===== config.mk =====
export PLATFORM = sky130hd
export DESIGN_NAME = demux16_deser
export DESIGN_NICKNAME = d
export VERILOG_FILES = /design/src/rtl/demux16_deser.sv
export SDC_FILE = /design/constraint.sdc
export NUM_CORES = 1
export LEC_CHECK = 0
export BUFFER_PORTS_ARGS = -buffer_cell sky130_fd_sc_hd__buf_4
export CAP_MARGIN = 30
export CORE_MARGIN = 4
export CORE_UTILIZATION = 52
export DETAILED_ROUTE_END_ITERATION = 16
export PLACE_DENSITY = 0.87
export SYNTH_ARGS = -nofsm -noshare
export SYNTH_HDL_FRONTEND = slang
export SYNTH_SLANG_ARGS = --single-unit

===== constraint.sdc =====
create_clock -name clk -period 2.1 [get_ports clk]
set_clock_uncertainty 0.2 [all_clocks]
set_input_delay 0.315 -clock clk [delete_from_list [all_inputs] [get_ports clk]]
set_output_delay 0.315 -clock clk [all_outputs]
set_load 0.005 [all_outputs]

===== src/rtl/demux16_deser.sv =====
// demux16_deser
// -------------
// 1-to-WIDTH demultiplexing deserializer. Each accepted (sel, din) pair
// writes din into bit sel of an assembly register. When every bit position
// of the current frame has been written, the rebuilt word is offered on a
// valid/ready handshake. It is held there until the consumer takes it.
//
// Ports:
//   clk        - rising-edge clock
//   rst        - synchronous, active-high reset
//   din        - serial data bit
//   sel        - destination bit index for din
//   din_valid  - din/sel valid this cycle
//   din_ready  - block accepts din/sel this cycle (combinational from state)
//   word       - assembled word
//   word_valid - word complete and held stable
//   word_ready - downstream consumes word
//   fill_mask  - bit i set once position i has been written this frame
//   dup_err    - one-cycle pulse when a filled position is rewritten
module demux16_deser #(
  parameter int WIDTH = 16,
  parameter int SEL_W = 4
) (
  input  logic             clk,
  input  logic             rst,
  input  logic             din,
  input  logic [SEL_W-1:0] sel,
  input  logic             din_valid,
  output logic             din_ready,
  output logic [WIDTH-1:0] word,
  output logic             word_valid,
  input  logic             word_ready,
  output logic [WIDTH-1:0] fill_mask,
  output logic             dup_err
);

  typedef enum logic {
    FILL = 1'b0,
    HOLD = 1'b1
  } state_t;

  state_t           state_reg;
  logic [WIDTH-1:0] word_reg;
  logic [WIDTH-1:0] fill_mask_reg;
  logic             word_valid_reg;
  logic             dup_err_reg;

  logic [WIDTH-1:0] sel_onehot;
  logic [WIDTH-1:0] word_next;
  logic [WIDTH-1:0] fill_mask_next;
  logic             accept;
  logic             frame_done;

  // Per-bit decode of sel and the candidate word after writing din.
  genvar gi;
  generate
    for (gi = 0; gi < WIDTH; gi++) begin : g_bit
      assign sel_onehot[gi] = (sel == SEL_W'(gi));
      assign word_next[gi]  = sel_onehot[gi] ? din : word_reg[gi];
    end
  endgenerate

  assign fill_mask_next = fill_mask_reg | sel_onehot;
  // The accept that completes the mask closes the frame, whatever the order.
  assign frame_done     = &fill_mask_next;
  assign din_ready      = (state_reg == FILL);
  assign accept         = din_valid & din_ready;

  always_ff @(posedge clk) begin
    if (rst) begin
      state_reg      <= FILL;
      word_reg       <= '0;
      fill_mask_reg  <= '0;
      word_valid_reg <= 1'b0;
      dup_err_reg    <= 1'b0;
    end else begin
      dup_err_reg <= 1'b0;
      case (state_reg)
        FILL: begin
          if (accept) begin
            word_reg      <= word_next;
            fill_mask_reg <= fill_mask_next;
            // Flag a rewrite using the mask as it was before this write.
            dup_err_reg   <= |(fill_mask_reg & sel_onehot);
            if (frame_done) begin
              state_reg      <= HOLD;
              word_valid_reg <= 1'b1;
            end
          end
        end
        HOLD: begin
          // Clearing on the handshake edge forces one idle cycle between frames.
          if (word_ready) begin
            state_reg      <= FILL;
            word_reg       <= '0;
            fill_mask_reg  <= '0;
            word_valid_reg <= 1'b0;
          end
        end
        default: state_reg <= FILL;
      endcase
    end
  end

  assign word       = word_reg;
  assign fill_mask  = fill_mask_reg;
  assign word_valid = word_valid_reg;
  assign dup_err    = dup_err_reg;

endmodule


## After elaboration in Yosys (flattened, before gate mapping)

Index checks and enable logic that the tools add are counted.

| word-level totals | value |
|---|---|
| register bits after elaboration | 35 |
| input bits | 9 |
| output and inout port bits | 35 |
| logic and storage cells | 110 |

| cells by class | value |
|---|---|
| equality and inequality tests | 34 |
| muxes and demuxes | 29 |
| bitwise logic cells | 5 |
| reductions and logical operators | 22 |

Operators with widths:

| operator | count |
|---|---|
| $pmux W16 S2 | 2 |
| $reduce_and A3 Y1 | 17 |
| $mux W16 | 3 |
| $ne A2 B1 Y1 const B | 18 |
| $eq A4 B4 Y1 const B | 8 |
| $mux W1 | 22 |
| $and A16 B16 Y16 | 1 |
| $eq A4 B3 Y1 const B | 4 |
| $or A16 B16 Y16 | 1 |
| $reduce_and A16 Y1 | 1 |
| $reduce_or A16 Y1 | 1 |
| $eq A4 B2 Y1 const B | 2 |
| $eq A4 B1 Y1 const B | 1 |
| $logic_not A4 Y1 | 1 |
| $pmux W1 S2 | 2 |
| $reduce_or A3 Y1 | 1 |
| $ne A2 B2 Y1 const B | 1 |
| $not A1 Y1 | 2 |
| $reduce_and A2 Y1 | 1 |
| $and A1 B1 Y1 | 1 |

## Depth between registers and ports, before layout

| depth | value |
|---|---|
| word-level depth | 6 |
| gate-level depth with buffers | 7 |
| gate-level depth less buffers | 5 |

## Worst setup path before layout

Ideal clock, no wire load.

| path | value |
|---|---|
| path kind | input port to flip-flop |
| start | in sel[1] |
| end | reg state_reg |
| setup time | 87 ps |
| arrival | 1363 ps |
| required time | 1813 ps |
| setup slack | 450 ps |
| cell stages on the path | 7 |
| buffers on the path | 2 |
| path through | buf_2 -> buf_2 -> nor4bb_1 -> o21ai_0 -> a22oi_1 -> nand4_1 -> o31ai_1 |

| on the way | value |
|---|---|
| word-level cells in the longest chain between the ends | 6 |
| elaborated cells on any way between the ends | 21 |
| those cells by class | eq/ne (15); mux (3); bitwise (1); reduce/logical (2) |

Ends and longest elaborated chain:

| what | RTL line | RTL |
|---|---|---|
| from (decl) | 27 | `input logic [SEL_W-1:0] sel,` |
| $eq A4 B1 Y1, or another cell as far along | 58 | `assign sel_onehot[gi] = (sel == SEL_W'(gi));` |
| $or A16 B16 Y16 * | 63 | `assign fill_mask_next = fill_mask_reg \| sel_onehot;` |
| $reduce_and A16 Y1 * | 65 | `assign frame_done = &fill_mask_next;` |
| $mux W1 * | 85 | `if (frame_done) begin` |
| $mux W1 * | 80 | `if (accept) begin` |
| $pmux W1 S2 * | 78 | `case (state_reg)` |
| to (signal assigned) | 71 | `state_reg <= FILL;` |
| to (signal assigned) | 86 | `state_reg <= HOLD;` |
| to (signal assigned) | 94 | `state_reg <= FILL;` |
| to (decl) | 42 | `state_t state_reg;` |

Mark *: on every way between the ends. The rest lies on a longest branch, timed or not.
A chain may end at the register's enable or synchronous reset.

## Worst setup path after layout

| path | value |
|---|---|
| start | in word_ready |
| end | reg fill_mask_reg[1] (netlist: fill_mask[1]) |

| on the way | value |
|---|---|
| word-level cells in the longest chain between the ends | 2 |

Ends and longest elaborated chain:

| what | RTL line | RTL |
|---|---|---|
| from (decl) | 32 | `input logic word_ready,` |
| $ne A2 B2 Y1 (no source line) | n/a |  |
| $reduce_and A2 Y1 (no source line) | n/a |  |
| to (signal assigned) | 82 | `fill_mask_reg <= fill_mask_next;` |
| to (decl) | 44 | `logic [WIDTH-1:0] fill_mask_reg;` |

No other way between the ends.

==> metrics <==
initial antenna violation count 0; Starting DRT DRC Count about 210; R2R Path Start state_reg; total number of vias around 1.7k; CTS Sinks 35; XOR/XNOR Fraction of Synth Area 0; crit path cell chain dlygate4sd3_1 > buf_4 > and2_1 > nor2_1 > buf_6 > o21a_1; Cell variety after synth 40; CP Launch Type primary input; storage element area ~700 um^2; PD cells ~600 nW/um^2; CP max FO 10; sequential share of the synthesized area 0.4037; largest net degree at the start of global routing 29; CP Data Required Time approximately 2.2 ns; Slew HR 0.6204; Buffers on Ports 43; max incr delay on CP ~0.54 ns; drt drc 0; Hold Path Depth 2; cell at the slowest stage of the critical path dlygate4sd3_1; vias in the first global route 1522; sink of the worst hold path word[10]; Synth Area in Simple Gates 0.2877; cell count after synthesis approximately 210; # Post-CTS Setup Buffers 0; fin nets approximately 250; Post-Syn Area between 1500 and 2000 um^2; Ant. Diodes 0; largest cells by area after synthesis dfxtp_1 40%, nor2_1 6.9%, o21a_1 6.5%; top layer in use met4; fraction of registers with async set/reset 0; Yosys reg bits 35; GRT Util Overall 0.2158; Peak supply drop 478.9 uV; Compound-Gate Fraction of Synth Area 0.1824; CTS clk-pin slew, worst paths roughly 0.10 ns; Synth Area per Inst roughly 8.5 um^2; CP top delay family buffers and inverters; met3 WL around 370 um; CTS Buffer Depth 2; H-tree depth 2; Post-CTS Hold Fix Bufs 1; RSZ-0062 raised after global routing no; cell accounting for the most synthesized area dfxtp_1; non-filler cells, final between 200 and 300; # rows 20; Resized Gates After CTS 0; Critical Path AT ~2.0 ns; worst reg2reg path endpoint state_reg; layout cells sized above 1 0.2254; status completed; core area approximately 3100 um^2; die span in y 65.77 um; multi-input logic area roughly 950 um^2; Place WS approximately 0.19 ns; Yosys top cell area share 0.4037; prevailing post-synth register cell dfxtp_1; Die X approximately 66 um; leakage power total ~0.84 nW; worst slew pin tran between 0.5 and 0.6 ns; Initial Util 0.5548; Setup violations, final 0; total negative setup slack 0 ns; worst skew pair latency about 0.34 ns; crit path buf inv count 3; IO Pins 44; Worst R2R Setup Slack about 0.28 ns; GP Congestion ~0.92; adder and majority cell fraction of the synthesized area 0; fillers 273; Worst Reg2Reg Path Length in Cells 5; Syn Nets between 200 and 250; period utilisation layout 0.8866; Hold Crit Class primary input to flip-flop; Setup WS post-layout between 0.2 and 0.25 ns; crit end category flip-flop; met1 WL around 2000 um; Area Overhead vs Synth 23.65%; Initial DRT Pass Iterations 5; grt ovf 0; Die Area approximately 4300 um^2; startpoint of the lowest-slack hold path rst; fmax 537.1 MHz; maxcap violations 0; first-pass GRT wire length 7245 um; Num CTS Buffers 5; Final Cell Area 2146 um^2; Crit path depth 6; vias per cell slightly below 6; Post-synth EDFFs 0; Routed WL per cell 15.72 um; final hold vios 0; mux cell area share after synthesis 0.07642; final wirelength approximately 4500 um; routed length on met2 approximately 2100 um; largest family of logic cells by synthesized area simple AND/OR/NAND/NOR gates; Max Transition Viols Final 0; HPWL Detailed around 3200 um; Area after DPL 2064 um^2; ANT nets after route 0; final critical-path required period ~1.9 ns; CTS tree built; Worst Setup Path Type primary input to flip-flop; Root Driver clkbuf_4; Ys Warns 0; DP Cell Count 280
[cell usage after synthesis (4+ instances only)]
cell      count
dfxtp_1      35
nor2_1       32
o21a_1       15
nand2_1      13
mux2i_1      11
o21ai_0      11
a21oi_1       9
buf_2         9
nand3_1       9
nor2b_1       6
nand4_1       5
clkbuf_1      4
nor3_1        4
nor4b_1       4
[per-stage QoR]
step | utilization | hold slack [ns] | power [mW]
after global placement | 0.6564 | 0.2348 | 0.8282
after floorplan | - | 0.2185 | 0.7853
after global routing | 0.6860 | 0.09337 | 1.331
after detailed placement | 0.6600 | 0.2371 | 0.8321
after CTS | 0.6860 | 0.07424 | 1.289
final | 0.6860 | 0.07767 | 1.287
[cell usage in the layout, fill, tap and decap left out, types with 2 or more instances in the layout]
cell	instances
a22oi_1	3
nor3_1	4
mux2i_1	11
nor4_1	2
nand4_1	5
nand2_1	13
buf_4	45
nor2_1	32
nor2b_1	6
nand4bb_1	2
nand3_1	9
nand4b_1	3
o21ai_0	11
dfxtp_1	35
nand2b_1	3
clkbuf_4	5
a41oi_1	2
o21a_1	15
and4b_1	2
a21oi_1	9
nor4b_1	4
inv_1	2
[power breakdown]
| part | switching, mW | total (mW) | internal, mW |
|---|---|---|---|
| combinational | 0.0782 | 0.135 | 0.0563 |
| clock | 0.221 | 0.467 | 0.245 |
| sequential | 0.0111 | 0.686 | 0.675 |
| total | 0.311 | 1.29 | 0.977 |
[logic make-up (layout without fill, tap and decap cells)]
kind of cell	count (synthesis)	after routing
buffers and inverters	18	57
DFF	35	35
muxes	12	12
AOI/OAI and AO/OA	48	48
and+or+nand+nor	92	92
[area by class of cell]
class	instances	share of cell area
clock buffer	6	0.01924
multi-input combinational	152	0.4420
tap	44	0.02566
sequential	35	0.3265
inverter	3	0.005248
timing repair buffer	47	0.1673
clock inverter	1	0.01399
[layer usage]
metal / track usage / up-vias
met2: 0.3279 / 82
met5: 0 / -
li1: - / 826
met4: 0.08808 / 0
met1: 0.2889 / 782
met3: 0.05612 / 10
[worst reg2reg max path, stage by stage, from the launching register on]
cell and delay [ns]:
dfxtp_1 0.40, nand2b_1 0.19, or3_1 0.37, a211oi_1 0.26, nand4_1 0.21, o31ai_1 0.11
[worst max path at each step]
stage,start,end
3_3_place_gp,sel[1],state_reg
2_1_floorplan,sel[1],state_reg
6_report,word_ready,fill_mask[1]
4_1_cts,word_ready,fill_mask[1]
3_5_place_dp,sel[1],state_reg
5_1_grt,word_ready,fill_mask[1]
(Power assumes the default switching activity.)
